--- config.mk ---
export PLATFORM = sky130hd
export DESIGN_NAME = sccb_config_sequencer_flat
export DESIGN_NICKNAME = d
export VERILOG_FILES = /design/src/rtl/sccb_config_sequencer_if.sv /design/src/rtl/sccb_config_sequencer.sv /design/src/flat_wrapper.sv
export SDC_FILE = /design/constraint.sdc
export NUM_CORES = 1
export LEC_CHECK = 0
export ABC_AREA = 1
export BUFFER_PORTS_ARGS = -buffer_cell sky130_fd_sc_hd__buf_2
export CAP_MARGIN = 20
export CORE_AREA = 2 2 77 79
export DETAILED_ROUTE_END_ITERATION = 8
export DIE_AREA = 0 0 79 81
export GPL_TIMING_DRIVEN = 0
export PLACE_DENSITY_LB_ADDON = 0.2
export SETUP_SLACK_MARGIN = 0.4
export SKIP_LAST_GASP = 1
export SYNTH_ARGS = -nofsm -noshare
export SYNTH_HDL_FRONTEND = slang
export SYNTH_SLANG_ARGS = --single-unit
--- constraint.sdc ---
create_clock -name clk -period 2.1 [get_ports clk]
set_clock_uncertainty 0.2 [all_clocks]
set_input_delay 0.105 -clock clk [delete_from_list [all_inputs] [get_ports clk]]
set_output_delay 0.105 -clock clk [all_outputs]
set_load 0.01 [all_outputs]
--- src/rtl/sccb_config_sequencer_if.sv ---
// Bus bundle between the SCCB configurator and its table ROM / camera pins.
// The master side is the sequencer; the slave side is the ROM, pad ring and system control.
interface sccb_config_sequencer_if;
    logic        start;
    logic [7:0]  rom_addr;
    logic [15:0] rom_data;
    logic        sioc;
    logic        siod_out;
    logic        siod_oe;
    logic        busy;
    logic        done;

    modport master (
        input  start, rom_data,
        output rom_addr, sioc, siod_out, siod_oe, busy, done
    );

    modport slave (
        output start, rom_data,
        input  rom_addr, sioc, siod_out, siod_oe, busy, done
    );
endinterface

--- src/rtl/sccb_config_sequencer.sv ---
// OV7670 boot-time configurator: walks a {reg,value} ROM table and issues 3-phase SCCB writes.
// Build macro SCCB_CFG_DELAY_EN enables the 16'hFFF0 delay entry (WAIT state).
module sccb_config_sequencer #(
    parameter int unsigned CLK_HZ    = 25_000_000,
    parameter int unsigned SCCB_HZ   = 100_000,
    parameter int unsigned DIV       = CLK_HZ / (4 * SCCB_HZ),
    parameter logic [7:0]  DEVICE_ID = 8'h42
`ifdef SCCB_CFG_DELAY_EN
   ,parameter int unsigned DELAY_CYCLES = 250_000
`endif
) (
    input logic                     clk,
    input logic                     rst_n,
    sccb_config_sequencer_if.master bus
);
    localparam int DIV_W = $clog2(DIV);
    localparam logic [15:0] ENTRY_END = 16'hFFFF;

    typedef enum logic [3:0] {
        S_IDLE, S_FETCH, S_DECODE, S_START, S_BITS, S_STOP, S_GAP, S_FINISH
`ifdef SCCB_CFG_DELAY_EN
       ,S_WAIT
`endif
    } state_t;

    state_t             state_q, state_d;
    logic [DIV_W-1:0]   div_cnt_q, div_cnt_d;
    logic [2:0]         qtr_q, qtr_d;
    logic [4:0]         bit_q, bit_d;
    logic [26:0]        shift_q, shift_d;
    logic [7:0]         rom_addr_q, rom_addr_d;
    logic               busy_q, busy_d;
    logic               done_q, done_d;
    logic               sioc_q, sioc_d;
    logic               siod_q, siod_d;
    logic               oe_q, oe_d;
    logic               tick;

`ifdef SCCB_CFG_DELAY_EN
    localparam int WAIT_W = $clog2(DELAY_CYCLES + 1);
    localparam logic [15:0] ENTRY_DELAY = 16'hFFF0;
    logic [WAIT_W-1:0]  wait_cnt_q, wait_cnt_d;
`endif

    assign tick = (div_cnt_q == DIV_W'(DIV - 1));

    always_comb begin
        // NOTE: every signal gets a default before the case so no path infers a latch.
        state_d    = state_q;
        div_cnt_d  = '0;
        qtr_d      = qtr_q;
        bit_d      = bit_q;
        shift_d    = shift_q;
        rom_addr_d = rom_addr_q;
        busy_d     = busy_q;
        done_d     = done_q;
        sioc_d     = 1'b1;
        siod_d     = 1'b1;
        oe_d       = 1'b1;
`ifdef SCCB_CFG_DELAY_EN
        wait_cnt_d = '0;
`endif

        // Quarter divider runs only while a bus phase is being timed.
        if (state_q inside {S_START, S_BITS, S_STOP, S_GAP}) begin
            div_cnt_d = tick ? '0 : div_cnt_q + 1'b1;
        end

        case (state_q)
            S_IDLE: begin
                if (bus.start) begin
                    rom_addr_d = '0;
                    busy_d     = 1'b1;
                    done_d     = 1'b0;
                    state_d    = S_FETCH;
                end
            end
            S_FETCH: state_d = S_DECODE;
            S_DECODE: begin
                qtr_d = '0;
                bit_d = '0;
                if (bus.rom_data == ENTRY_END) begin
                    state_d = S_FINISH;
`ifdef SCCB_CFG_DELAY_EN
                end else if (bus.rom_data == ENTRY_DELAY) begin
                    state_d = S_WAIT;
`endif
                end else begin
                    shift_d = {DEVICE_ID, 1'b0, bus.rom_data[15:8], 1'b0,
                               bus.rom_data[7:0], 1'b0};
                    state_d = S_START;
                end
            end
            S_START: begin
                sioc_d = (qtr_q == 3'd0);
                siod_d = 1'b0;
                if (tick) begin
                    if (qtr_q == 3'd1) begin
                        qtr_d   = '0;
                        state_d = S_BITS;
                    end else begin
                        qtr_d = qtr_q + 3'd1;
                    end
                end
            end
            S_BITS: begin
                // Slots 9/18/27 belong to the camera, so SIOD is released there.
                sioc_d = (qtr_q == 3'd1) || (qtr_q == 3'd2);
                siod_d = shift_q[26];
                oe_d   = !((bit_q == 5'd8) || (bit_q == 5'd17) || (bit_q == 5'd26));
                if (tick) begin
                    if (qtr_q == 3'd3) begin
                        qtr_d   = '0;
                        shift_d = {shift_q[25:0], 1'b0};
                        if (bit_q == 5'd26) begin
                            state_d = S_STOP;
                        end else begin
                            bit_d = bit_q + 5'd1;
                        end
                    end else begin
                        qtr_d = qtr_q + 3'd1;
                    end
                end
            end
            S_STOP: begin
                sioc_d = (qtr_q != 3'd0);
                siod_d = (qtr_q == 3'd2);
                if (tick) begin
                    if (qtr_q == 3'd2) begin
                        qtr_d   = '0;
                        state_d = S_GAP;
                    end else begin
                        qtr_d = qtr_q + 3'd1;
                    end
                end
            end
            S_GAP: begin
                if (tick) begin
                    if (qtr_q == 3'd7) begin
                        qtr_d      = '0;
                        rom_addr_d = rom_addr_q + 8'd1;
                        state_d    = S_FETCH;
                    end else begin
                        qtr_d = qtr_q + 3'd1;
                    end
                end
            end
`ifdef SCCB_CFG_DELAY_EN
            S_WAIT: begin
                if (wait_cnt_q == WAIT_W'(DELAY_CYCLES - 1)) begin
                    rom_addr_d = rom_addr_q + 8'd1;
                    state_d    = S_FETCH;
                end else begin
                    wait_cnt_d = wait_cnt_q + 1'b1;
                end
            end
`endif
            S_FINISH: begin
                busy_d  = 1'b0;
                done_d  = 1'b1;
                state_d = S_IDLE;
            end
            default: state_d = S_IDLE;
        endcase
    end

    // NOTE: pin drivers are flops with async reset so an abort idles the bus in the same cycle.
    always_ff @(posedge clk or negedge rst_n) begin
        if (!rst_n) begin
            state_q    <= S_IDLE;
            div_cnt_q  <= '0;
            qtr_q      <= '0;
            bit_q      <= '0;
            shift_q    <= '0;
            rom_addr_q <= '0;
            busy_q     <= 1'b0;
            done_q     <= 1'b0;
            sioc_q     <= 1'b1;
            siod_q     <= 1'b1;
            oe_q       <= 1'b1;
`ifdef SCCB_CFG_DELAY_EN
            wait_cnt_q <= '0;
`endif
        end else begin
            state_q    <= state_d;
            div_cnt_q  <= div_cnt_d;
            qtr_q      <= qtr_d;
            bit_q      <= bit_d;
            shift_q    <= shift_d;
            rom_addr_q <= rom_addr_d;
            busy_q     <= busy_d;
            done_q     <= done_d;
            sioc_q     <= sioc_d;
            siod_q     <= siod_d;
            oe_q       <= oe_d;
`ifdef SCCB_CFG_DELAY_EN
            wait_cnt_q <= wait_cnt_d;
`endif
        end
    end

    assign bus.rom_addr = rom_addr_q;
    assign bus.busy     = busy_q;
    assign bus.done     = done_q;
    assign bus.sioc     = sioc_q;
    assign bus.siod_out = siod_q;
    assign bus.siod_oe  = oe_q;
endmodule

--- src/flat_wrapper.sv ---
// flat-port wrapper written by rule: the top's interface ports become plain ports
module sccb_config_sequencer_flat 
#(
    parameter int unsigned CLK_HZ    = 25_000_000,
    parameter int unsigned SCCB_HZ   = 100_000,
    parameter int unsigned DIV       = CLK_HZ / (4 * SCCB_HZ),
    parameter logic [7:0]  DEVICE_ID = 8'h42

)
  (clk, rst_n, bus_start, bus_rom_data, bus_rom_addr, bus_sioc, bus_siod_out, bus_siod_oe, bus_busy, bus_done);
  sccb_config_sequencer_if bus_i ();
  input logic clk;
  input logic rst_n;
  input wire logic [$bits(bus_i.start)-1:0] bus_start;
  input wire logic [$bits(bus_i.rom_data)-1:0] bus_rom_data;
  output wire logic [$bits(bus_i.rom_addr)-1:0] bus_rom_addr;
  output wire logic [$bits(bus_i.sioc)-1:0] bus_sioc;
  output wire logic [$bits(bus_i.siod_out)-1:0] bus_siod_out;
  output wire logic [$bits(bus_i.siod_oe)-1:0] bus_siod_oe;
  output wire logic [$bits(bus_i.busy)-1:0] bus_busy;
  output wire logic [$bits(bus_i.done)-1:0] bus_done;
  assign bus_i.start = bus_start;
  assign bus_i.rom_data = bus_rom_data;
  assign bus_rom_addr = bus_i.rom_addr;
  assign bus_sioc = bus_i.sioc;
  assign bus_siod_out = bus_i.siod_out;
  assign bus_siod_oe = bus_i.siod_oe;
  assign bus_busy = bus_i.busy;
  assign bus_done = bus_i.done;
  sccb_config_sequencer #(.CLK_HZ(CLK_HZ), .SCCB_HZ(SCCB_HZ), .DIV(DIV), .DEVICE_ID(DEVICE_ID)) u_core (.clk(clk), .rst_n(rst_n), .bus(bus_i));
endmodule
---- After elaboration in Yosys (flattened, before gate mapping) ----
Cells that the tools add are included.
cells by class
  mux-type cells .......................... 42
  reduce and logical (&&, ||, !) cells .... 18
  divide/modulo/power cells ............... 0
  $lt $le $gt $ge ......................... 0
  $add $sub $neg .......................... 4
  bitwise gates (word level) .............. 0
  equality and inequality tests ........... 28
  shift-type cells ........................ 0
  multiply operators ...................... 0
operators by type and width
  kind                  count
  $mux 27               3
  $pmux 27 s2           1
  $mux 4                10
  $pmux 4 s7            1
  $mux 3                9
  $mux 8                3
  $eq 16x16->1 const B  1
  $eq 4x3->1 const B    4
  $ne 2x2->1 const B    8
  $pmux 8 s2            1
  $mux 5                3
  $pmux 3 s5            1
  $mux 6                2
  $reduce_and 4->1      3
  $eq 5x5->1 const B    2
  $pmux 5 s2            1
  $reduce_and 10->1     1
  $add 8x1->8 const B   1
  $eq 4x2->1 const B    2
  $ne 2x1->1 const B    4
  $add 6x1->6 const B   1
  $eq 3x2->1 const B    2
  $eq 6x6->1 const B    1
  $pmux 1 s3            2
  18 further kinds      25
storage, ports and cells
  memories ................................ 0
  register bits ........................... 58
  bits in writable memories ............... 0
  latch bits .............................. 0
  logic and storage cells ................. 103
  output and inout port bits .............. 13
  memory bits (read-only) ................. 0

---- Longest topological paths before layout ----
Gate-level depths: netlist of run 1.
  depth in word-level cells ............... 5
  gate-level depth with buffers ........... 11

---- Worst setup path before layout of run 1 ----
No wires, ideal clock.
  kind .................................... register to register
  start point ............................. register u_core.qtr_q[0]
  end point ............................... register u_core.shift_q[4]
  data arrival time ....................... 1.336 ns
  library setup time ...................... 0.117 ns
  stages on the path, launching flop included .. 9
  path buffers ............................ 1
  path slack .............................. 0.447 ns
  cell sequence ........................... dfrtp_1 -> ha_1 -> nand2_1 -> nand3b_1 -> nand2_2 -> nand3_4 -> buf_4 -> nand2_1 -> nand2_1
on the way
  longest elaborated chain between the ends .. 3
ends and longest elaborated chain
  item                               RTL line                      RTL
  from (decl)                        sccb_config_sequencer.sv:28   logic [2:0] qtr_q, qtr_d;
  from (signal assigned)             sccb_config_sequencer.sv:187  qtr_q <= qtr_d;
  $eq 3x2->1                         sccb_config_sequencer.sv:112  if (qtr_q == 3'd3) begin
  $ne 2x2->1 (no source line)        n/a
  $reduce_and 4->1 (no source line)  n/a
  to (signal assigned)               sccb_config_sequencer.sv:189  shift_q <= shift_d;
  to (decl)                          sccb_config_sequencer.sv:30   logic [26:0] shift_q, shift_d;
No other way between the ends.
A chain may end at the register's enable or synchronous reset.

---- Final worst setup path of run 1 ----
  start point ............................. register u_core.qtr_q[0]
  end point ............................... register u_core.state_q[2]
on the way
  longest elaborated chain between the ends .. 3
  elaborated cells between the ends (all ways) .. 9
  classes of those cells .................. eq/ne: 8; reduce/logical: 1
ends and longest elaborated chain
  item                                  RTL line                      RTL
  $eq 3x1->1 (tied with other cells)    sccb_config_sequencer.sv:98   if (qtr_q == 3'd1) begin
  $ne 2x2->1 (no source line)           n/a
  $reduce_and 10->1 (no source line) *  n/a
  to (signal assigned)                  sccb_config_sequencer.sv:185  state_q <= state_d;
  to (decl)                             sccb_config_sequencer.sv:26   state_t state_q, state_d;
Mark *: on every way between the ends. The rest lies on a longest branch, timed or not.

==> results of run 1 <==
## metrics by stage
step | worst slack, ns | cell area, sq um | cells | hold slack, ns
global placement | 0.224 | 3430 | 525 | 0.197
global route | 0.195 | 4130 | 576 | 0.0529
floorplan | 0.447 | 3180 | 419 | -0.391
finish | 0.291 | 4130 | 576 | 0.0300
detailed placement | 0.168 | 3450 | 526 | -0.148
CTS | 0.341 | 4000 | 566 | 0.00270
## cells by family after synthesis
group           count (synthesis)
xor+xnor                        8
buf+inv                        42
compound gates                 20
simple gates                  280
flops                          56
fa+ha+maj                      13
## tightest hold or removal path, stage by stage
cell and delay (ns):
buf_2 0.11, nand2_1 0.08, nand2_1 0.06, nand4_1 0.10, nand2_2 0.05
## final cells by class
| type | count | area [sq um] | share of cell area, % |
|---|---|---|---|
| plain buffers | 15 | 139 | 3.36 |
| multi-input cells | 321 | 1730 | 41.9 |
| well taps | 75 | 93.8 | 2.27 |
| clock inverters | 2 | 35.0 | 0.848 |
| flip-flops and latches | 56 | 1410 | 34.0 |
| inverters | 27 | 111 | 2.70 |
| repair buffers | 74 | 541 | 13.1 |
| clock buffers | 6 | 72.6 | 1.76 |
## where the power goes
| part | total (mW) | internal (mW) | switching, mW | leakage (nW) |
|---|---|---|---|---|
| combinational | 2.39 | 0.988 | 1.40 | 1.34 |
| sequential | 1.60 | 1.40 | 0.193 | 0.728 |
| clock | 0.697 | 0.355 | 0.342 | 0.0552 |
## registers in the layout, indices dropped and copies added (netlist names)
name and count:
u_core.bit_q 5, u_core.bus.done 1, u_core.qtr_q 3, u_core.bus.busy 1
u_core.bus.rom_addr 8, u_core.state_q 3, u_core.shift_q 26, u_core.bus.siod_oe 1
u_core.div_cnt_q 6, u_core.bus.sioc 1, u_core.bus.siod_out 1
## routing by layer
metal | vias up | part of all wire [%] | wire, um
met5 | - | 0 | 0
li1 | 1517 | - | -
met4 | 0 | 2.1 | 165
met2 | 77 | 52 | 4150
met3 | 18 | 4.0 | 323
met1 | 1479 | 42 | 3350
## cells in the final DEF, fill, tap and decap left out, types with 2 or more instances in the layout
| master | instances |
|---|---|
| buf_2 | 33 |
| buf_4 | 27 |
| buf_6 | 9 |
| clkbuf_8 | 5 |
| dfrtp_1 | 52 |
| dfstp_2 | 3 |
| dlygate4sd3_1 | 17 |
| ha_1 | 10 |
| ha_2 | 3 |
| inv_1 | 20 |
| inv_2 | 4 |
| inv_4 | 2 |
| nand2_1 | 166 |
| nand2_2 | 12 |
| nand2_4 | 5 |
| nand3_1 | 23 |
| nand3_4 | 4 |
| nand3b_1 | 2 |
| nand4_1 | 31 |
| nor2_1 | 20 |
| nor2_2 | 4 |
| nor2_4 | 6 |
| o21ai_0 | 9 |
| o21ai_1 | 5 |
| or2_2 | 3 |
| xnor2_1 | 3 |
| xor2_1 | 5 |
## worst max-delay path by stage
stage               slack (ns)            start  cells after the start            endpoint
global route              0.19  u_core.qtr_q[1]                      8  u_core.shift_q[25]
floorplan                 0.45  u_core.qtr_q[0]                      8   u_core.shift_q[4]
CTS                       0.34  u_core.qtr_q[0]                      7   u_core.shift_q[8]
finish                    0.29  u_core.qtr_q[0]                      9   u_core.state_q[2]
detailed placement        0.17  u_core.qtr_q[0]                      8  u_core.shift_q[22]
global placement          0.22  u_core.qtr_q[0]                      8  u_core.shift_q[23]
## repair_timing
action / 4_1_cts / 5_1_grt
resized for setup: 44 / 24
endpoints found under the hold margin: 72 / 0
cloned: 0 / 1
pin swaps: 8 / 6
setup endpoints to repair: 46 / 48
hold buffers: 17 / 0
setup buffers: 15 / 9
==> impl_metrics.ini, run 1 <==
[timing]
period_minus_slack_ns = 1.81
hold_viol = 0
fmax_mhz = 553
setup_tns_ns = 0
finalMaxSlewViolations = 0
worst_pin_slew_ns = 0.526
finalSetupViolations = 0
slew_headroom_pct = 64.5
post-route-period-util_pct = 86.1
grt_setup_unrepaired = yes

[clock_network]
cts_root_buf = clkbuf_8
clkLatencyLatePin_ns = 0.31
clockBufferDepth = 2
htree_num_levels = 2
tritoncts = yes
numCtsBuffers = 5
clock-sinks = 56
cts.clk_slew.worst_paths_ns = 0.10

[finish]
fin_nets = 532
antenna_cells = 0
drive_gt1_share_pct = 25.9
final_core_util_pct = 72.8
fillers = 425
areaGrowthSynthToFinish_pct = 29.7

[min_path]
hold_class = in -> reg
min_from = bus_rom_data[1]
hold_path_end = u_core.shift_q[2]
hold_depth = 5

[global_routing]
grt_max_degree = 41
antenna_found_initial = 0
gr-usage-met2_pct = 45.5
grt_usage_pct = 25.0
gr-usage-met1_pct = 30.3
overflow = 0
grt_pass1_vias = 2828
use_met3_pct = 4.22
grt_pass1_wl_mm = 12.7
busiest_layer = met2

[synth]
ys_top_cells_by_count = nand2_1, dfrtp_1, nand4_1
synth_top_area_share_pct = 41.7
async_reset_ff_share_pct = 100
synth.top_cells.by_area = dfrtp_1, nand2_1, nand4_1
synth.avg_cell_area_sq_um = 7.60
synth_cell_types = 31
yosys.area_share.simple_pct = 39.0
synthAdderAreaFrac_pct = 5.11
synth_top_area_cell = dfrtp_1
synth.most_common_cell = nand2_1
ys_seq_area_share_pct = 44.1
synth_top_family_by_area = simple AND/OR/NAND/NOR gates
syn_nets = 451
syn_area_sq_um = 3180
ys_ff_latch = 56
synth_warnings = 0
ys.flop_type = dfrtp_1
synth_xor_area_share_pct = 2.20
synthMuxAreaShare_pct = 0
synthCells = 419
synth_edf_count = 0
synth_compound_area_share_pct = 3.50

[critical_path]
startpoint_type = register
r2r_slack_ns = 0.29
reg2reg_to = u_core.state_q[2]
timing.critical_path.buf_inv = 1
cpMaxStageDelayCell = dfrtp_1
crit_path_frequent_cell = nand2_1
required_ns = 2.10
r2r-start = u_core.qtr_q[0]
max_stage_delay_ns = 0.41
cp.arrival_ns = 1.81
r2r_cells = 9
cpLargestDelayFamily = simple AND/OR/NAND/NOR gates
crit_type = reg -> reg
cp-end-kind = register
crit_chain = ha_2 -> nand2_1 -> nand4_1 -> buf_4 -> nand3_4 -> nor2_4 -> nand2_2 -> nand2_1 -> nand2_1
path_max_fanout = 4

[floorplan]
start_util_pct = 56.1
ioPinCount = 32
dieArea_sq_um = 6400
rows = 28
chipWidth_um = 79
placeableCoreArea_sq_um = 5680
die_y_um = 81

[placement]
place_congestion = 0.875
portBuffers = 31
dp_hpwl_mm = 4.80

[route]
wl_per_cell_um = 13.9
detail_route.drc_violations = 0
first_pass_iters = 4
vias_per_cell = 5.37
drtAntennaViolNets = 0
num_vias = 3091
detail_route.wirelength_mm = 7.99
dr.first_iter.drc_count = 239

[flow_run]
drv_cap = 0

[power_and_ir_drop]
ir_worst_vdd_mv = 0.669
p_per_area_nw_per_um2 = 1130
power.leakage_nw = 2.12
power_mw = 4.68

[outcome]
outcome = completed
No activity file was read; power rests on OpenSTA's default activity.
==> run 2: changes to the inputs <==
--- a/config.mk
+++ b/config.mk
@@ -12,6 +12,7 @@
 export DETAILED_ROUTE_END_ITERATION = 8
 export DIE_AREA = 0 0 79 81
 export GPL_TIMING_DRIVEN = 0
+export MAX_ROUTING_LAYER = met4
 export PLACE_DENSITY_LB_ADDON = 0.2
 export SETUP_SLACK_MARGIN = 0.4
 export SKIP_LAST_GASP = 1
==> impl_metrics.ini, run 2 (same netlist as run 1, synthesis figures left out) <==
[floorplan]
ioPinCount = 32
placeableCoreArea_sq_um = 5680
rows = 28
dieArea_sq_um = 6400
chipWidth_um = 79
start_util_pct = 56.1
die_y_um = 81

[critical_path]
r2r_cells = 9
startpoint = u_core.qtr_q[1]
reg2reg_to = u_core.state_q[2]
r2r_slack_ns = 0.29
r2r-start = u_core.qtr_q[1]
path_max_fanout = 4
crit_chain = ha_2 -> nand2_1 -> nand4_1 -> buf_4 -> nand3_4 -> nor2_4 -> nand2_2 -> nand2_1 -> nand2_1
crit_path_frequent_cell = nand2_1
startpoint_type = register
cp-end-kind = register
crit_type = reg -> reg
cpMaxStageDelayCell = dfrtp_1
max_stage_delay_ns = 0.41
required_ns = 2.10
cp.arrival_ns = 1.81

[global_routing]
overflow = 0
grt_pass1_wl_mm = 12.7
grt_usage_pct = 25.7
grt_max_degree = 41
antenna_found_initial = 0
grt_pass1_vias = 2831

[route]
detail_route.drc_violations = 0
drtAntennaViolNets = 0
first_pass_iters = 4
vias_per_cell = 5.34
dr.first_iter.drc_count = 224
detail_route.wirelength_mm = 8.03
wl_per_cell_um = 13.9
num_vias = 3075

[clock_network]
tritoncts = yes
cts.clk_slew.worst_paths_ns = 0.09
clock-sinks = 56
clockBufferDepth = 2
htree_num_levels = 2
clkLatencyLatePin_ns = 0.31
cts_root_buf = clkbuf_8
numCtsBuffers = 5

[flow_run]
drv_cap = 0

[timing]
hold_viol = 0
setup_tns_ns = 0
grt_setup_unrepaired = yes
fmax_mhz = 554
slew_headroom_pct = 67.5
finalMaxSlewViolations = 0
period_minus_slack_ns = 1.81
finalSetupViolations = 0
post-route-period-util_pct = 86.0
worst_pin_slew_ns = 0.481

[finish]
largest-register = u_core.shift_q
final_common_cell = nand2_1
fillers = 425
largest_reg_flops = 26
regArea_sq_um = 1410
final_cell_mix = nand2_1, dfrtp_1, buf_2, nand4_1, buf_4
areaGrowthSynthToFinish_pct = 29.7
final-instance-count-excl-fill = 576
antenna_cells = 0
fin_nets = 532
multi_input_area_sq_um = 1730
drive_gt1_share_pct = 25.9

[power_and_ir_drop]
ir_worst_vdd_mv = 0.667
p_per_area_nw_per_um2 = 1130
power.leakage_nw = 2.12
power_mw = 4.69

[placement]
dp.cells = 526
portBuffers = 31
dp_hpwl_mm = 4.80
place_congestion = 0.889

[min_path]
hold_class = in -> reg
hold_path_end = u_core.shift_q[2]
hold_depth = 5
min_from = bus_rom_data[1]

[outcome]
outcome = completed
run 2: critical path, delay by kind of cell, from the launching register on:
| kind | cells | cell delay, ns |
|---|---|---|
| adders and majority gates | 1 | 0.22 |
| buffers and inverters | 1 | 0.19 |
| DFF | 1 | 0.41 |
| and+or+nand+nor | 7 | 0.67 |
run 2: layout make-up:
class / instances / share of cell area (%)
inverters: 27 / 2.70
repair buffers: 74 / 13.1
multi-input cells: 321 / 41.9
clock buffers: 6 / 1.76
plain buffers: 15 / 3.36
well taps: 75 / 2.27
flip-flops and latches: 56 / 34.0
clock inverters: 2 / 0.848
run 2: worst max path at each step:
stage | end | slack, ns
floorplan | u_core.shift_q[4] | 0.45
global placement | u_core.shift_q[23] | 0.22
detailed placement | u_core.shift_q[22] | 0.17
CTS | u_core.shift_q[8] | 0.34
global route | u_core.shift_q[25] | 0.21
finish | u_core.state_q[2] | 0.29
run 2: power breakdown:
group | internal, mW | leakage (nW) | switching (mW)
combinational | 0.988 | 1.34 | 1.40
sequential | 1.40 | 0.728 | 0.195
clock | 0.355 | 0.0552 | 0.343
run 2: layer usage:
metal / GRT usage, % / vias to the layer above / share of wire (%)
li1: - / 1515 / -
met1: 30.3 / 1473 / 44
met2: 45.4 / 72 / 51
met3: 4.22 / 15 / 3.1
met4: 7.76 / 0 / 1.9
met5: - / - / 0
run 2: repair_timing:
item	CTS	global route
hold buffers	17	0
endpoints found under the setup margin	46	48
pin swaps	8	6
resized for setup	44	24
setup buffers	15	9
cloned	0	1
endpoints found under the hold margin	72	0
run 2: per-stage QoR:
step / util [%] / worst slack [ns] / area, sq um / hold slack, ns
after global placement: 60.5 / 0.224 / 3430 / 0.197
after CTS: 70.4 / 0.341 / 4000 / 0.00270
after floorplan: - / 0.447 / 3180 / -0.391
final: 72.8 / 0.294 / 4130 / 0.0303
after global routing: 72.8 / 0.207 / 4130 / 0.0529
after detailed placement: 60.8 / 0.168 / 3450 / -0.148
==> run 3: changes to the inputs <==
--- a/config.mk
+++ b/config.mk
@@ -8,9 +8,9 @@
 export ABC_AREA = 1
 export BUFFER_PORTS_ARGS = -buffer_cell sky130_fd_sc_hd__buf_2
 export CAP_MARGIN = 20
-export CORE_AREA = 2 2 77 79
+export CORE_AREA = 2 2 98 100
 export DETAILED_ROUTE_END_ITERATION = 8
-export DIE_AREA = 0 0 79 81
+export DIE_AREA = 0 0 100 102
 export GPL_TIMING_DRIVEN = 0
 export MAX_ROUTING_LAYER = met4
 export PLACE_DENSITY_LB_ADDON = 0.2
==> impl_metrics.ini, run 3 (same netlist as run 1, synthesis figures left out) <==
[outcome]
outcome = completed

[critical_path]
crit_type = reg -> reg
cp.arrival_ns = 1.86
r2r_slack_ns = 0.30
required_ns = 2.15
startpoint_type = register
r2r_cells = 9
cp-end-kind = register
reg2reg_to = u_core.bus.rom_addr[4]
path_max_fanout = 6
r2r-start = u_core.qtr_q[1]

[route]
first_pass_iters = 4
detail_route.drc_violations = 0
dr.first_iter.drc_count = 97
detail_route.wirelength_mm = 7.95
drtAntennaViolNets = 0
wl_per_cell_um = 12.8
num_vias = 3049
vias_per_cell = 4.92

[finish]
antenna_cells = 0
largest-register = u_core.shift_q
areaGrowthSynthToFinish_pct = 35.4
fin_nets = 540
final_common_cell = nand2_1
final_cell_mix = nand2_1, dfrtp_1, buf_2, buf_4, nand4_1
fillers = 919
fin_area_sq_um = 4310
drive_gt1_share_pct = 29.9
largest_reg_flops = 26

[clock_network]
numCtsBuffers = 5
htree_num_levels = 2
clkLatencyLatePin_ns = 0.32
cts_root_buf = clkbuf_8
clock-sinks = 56
clockBufferDepth = 2
tritoncts = yes
cts.clk_slew.worst_paths_ns = 0.11

[global_routing]
antenna_found_initial = 0
grt_pass1_vias = 2837
overflow = 0
grt_usage_pct = 15.9
grt_max_degree = 31
grt_pass1_wl_mm = 12.9

[floorplan]
chipWidth_um = 100
ioPinCount = 32
rows = 35
dieArea_sq_um = 10200
placeableCoreArea_sq_um = 9110
start_util_pct = 35.0
die_y_um = 102

[min_path]
hold_class = in -> async

[timing]
post-route-period-util_pct = 85.9
worst_pin_slew_ns = 0.670
grt_setup_unrepaired = yes
finalMaxSlewViolations = 0
slew_headroom_pct = 55.3
fmax_mhz = 554
setup_tns_ns = 0
hold_viol = 0
finalSetupViolations = 0
period_minus_slack_ns = 1.80

[power_and_ir_drop]
clkPwrFrac_pct = 13.0
ir_worst_vdd_mv = 0.548
power_switching_share_pct = 42.6
power_mw = 4.79
power.leakage_nw = 2.19
power_frac_seq_pct = 33.7
p_per_area_nw_per_um2 = 1110
p_int_mw = 2.75
combPwrFrac_pct = 53.4
switchingPower_mw = 2.04

[placement]
post_dp_cell_area_sq_um = 3500
portBuffers = 31
place_congestion = 0.845
dp_hpwl_mm = 5.10

[flow_run]
drv_cap = 0
-- run 3: changes by cell type in the layout (fill, tap and decap cells not counted), moves of 3 or more --
| cell | previous run | this run |
|---|---|---|
| o21ai_0 | 9 | 6 |
| nand2_4 | 5 | 10 |
| inv_2 | 4 | 1 |
| buf_4 | 27 | 31 |
| nand2_1 | 166 | 151 |
| nand2_2 | 12 | 22 |
-- run 3: cell type report --
class                      instances  area, sq um  share of cell area (%)
multi-input combinational        321         1800                    41.7
sequential                        56         1410                    32.6
timing repair buffer              82          628                    14.6
tap                              111          139                    3.22
buffer                            15          136                    3.16
inverter                          27          114                    2.64
clock buffer                       5         68.8                    1.60
clock inverter                     3         21.3                   0.493
-- run 3: worst max path at each step --
stage | from | to | slack [ns] | depth (start not counted)
after floorplan | u_core.qtr_q[0] | u_core.shift_q[4] | 0.45 | 8
after global placement | u_core.qtr_q[0] | u_core.shift_q[4] | 0.16 | 8
after detailed placement | u_core.qtr_q[0] | u_core.shift_q[15] | 0.16 | 8
after CTS | u_core.qtr_q[1] | u_core.shift_q[15] | 0.33 | 8
after global routing | u_core.qtr_q[1] | u_core.bus.rom_addr[4] | 0.18 | 9
final | u_core.qtr_q[1] | u_core.bus.rom_addr[4] | 0.30 | 9
-- run 3: per-stage QoR --
| stage | hold WS, ns | setup slack (ns) | utilization (%) | instances |
|---|---|---|---|---|
| CTS | 0.169 | 0.334 | 44.3 | 604 |
| global route | 0.198 | 0.179 | 47.3 | 620 |
| detailed placement | -0.0170 | 0.161 | 38.4 | 562 |
| global placement | 0.189 | 0.160 | 38.2 | 561 |
| floorplan | -0.391 | 0.447 | - | 419 |
| finish | 0.144 | 0.296 | 47.3 | 620 |
-- run 3: repair_timing --
action | in CTS | in global routing
hold endpoints to repair | 41 | 0
pin swaps | 7 | 11
cloned | 1 | 3
resized for setup | 41 | 55
setup buffers | 15 | 13
endpoints found under the setup margin | 48 | 49
hold buffers | 18 | 0
-- run 3: power groups by stage --
stage / Sequential [mW] / Combinational (mW) / Clock (mW)
final: 1.61 / 2.56 / 0.623
after detailed placement: 1.60 / 1.72 / 0
after global placement: 1.60 / 1.69 / 0
after floorplan: 1.58 / 1.28 / 0
after CTS: 1.59 / 2.13 / 0.650
after global routing: 1.66 / 2.84 / 0.683
-- run 3: worst max-delay path, stage by stage (launching register included) --
cell and delay, ns:
dfrtp_1 0.44, ha_2 0.22, buf_4 0.13, nand2_1 0.05, nand4_1 0.16, buf_4 0.19, nand4_4 0.10, buf_6 0.15
nand2_1 0.05, o21ai_1 0.07
-- run 3: metal layers --
| metal | GRT usage (%) | up-vias | routed length (um) |
|---|---|---|---|
| met1 | 19.6 | 1467 | 3720 |
| met3 | 2.19 | 9 | 161 |
| met4 | 3.58 | 0 | 70 |
| met5 | - | - | 0 |
| li1 | - | 1537 | - |
| met2 | 28.0 | 36 | 4000 |
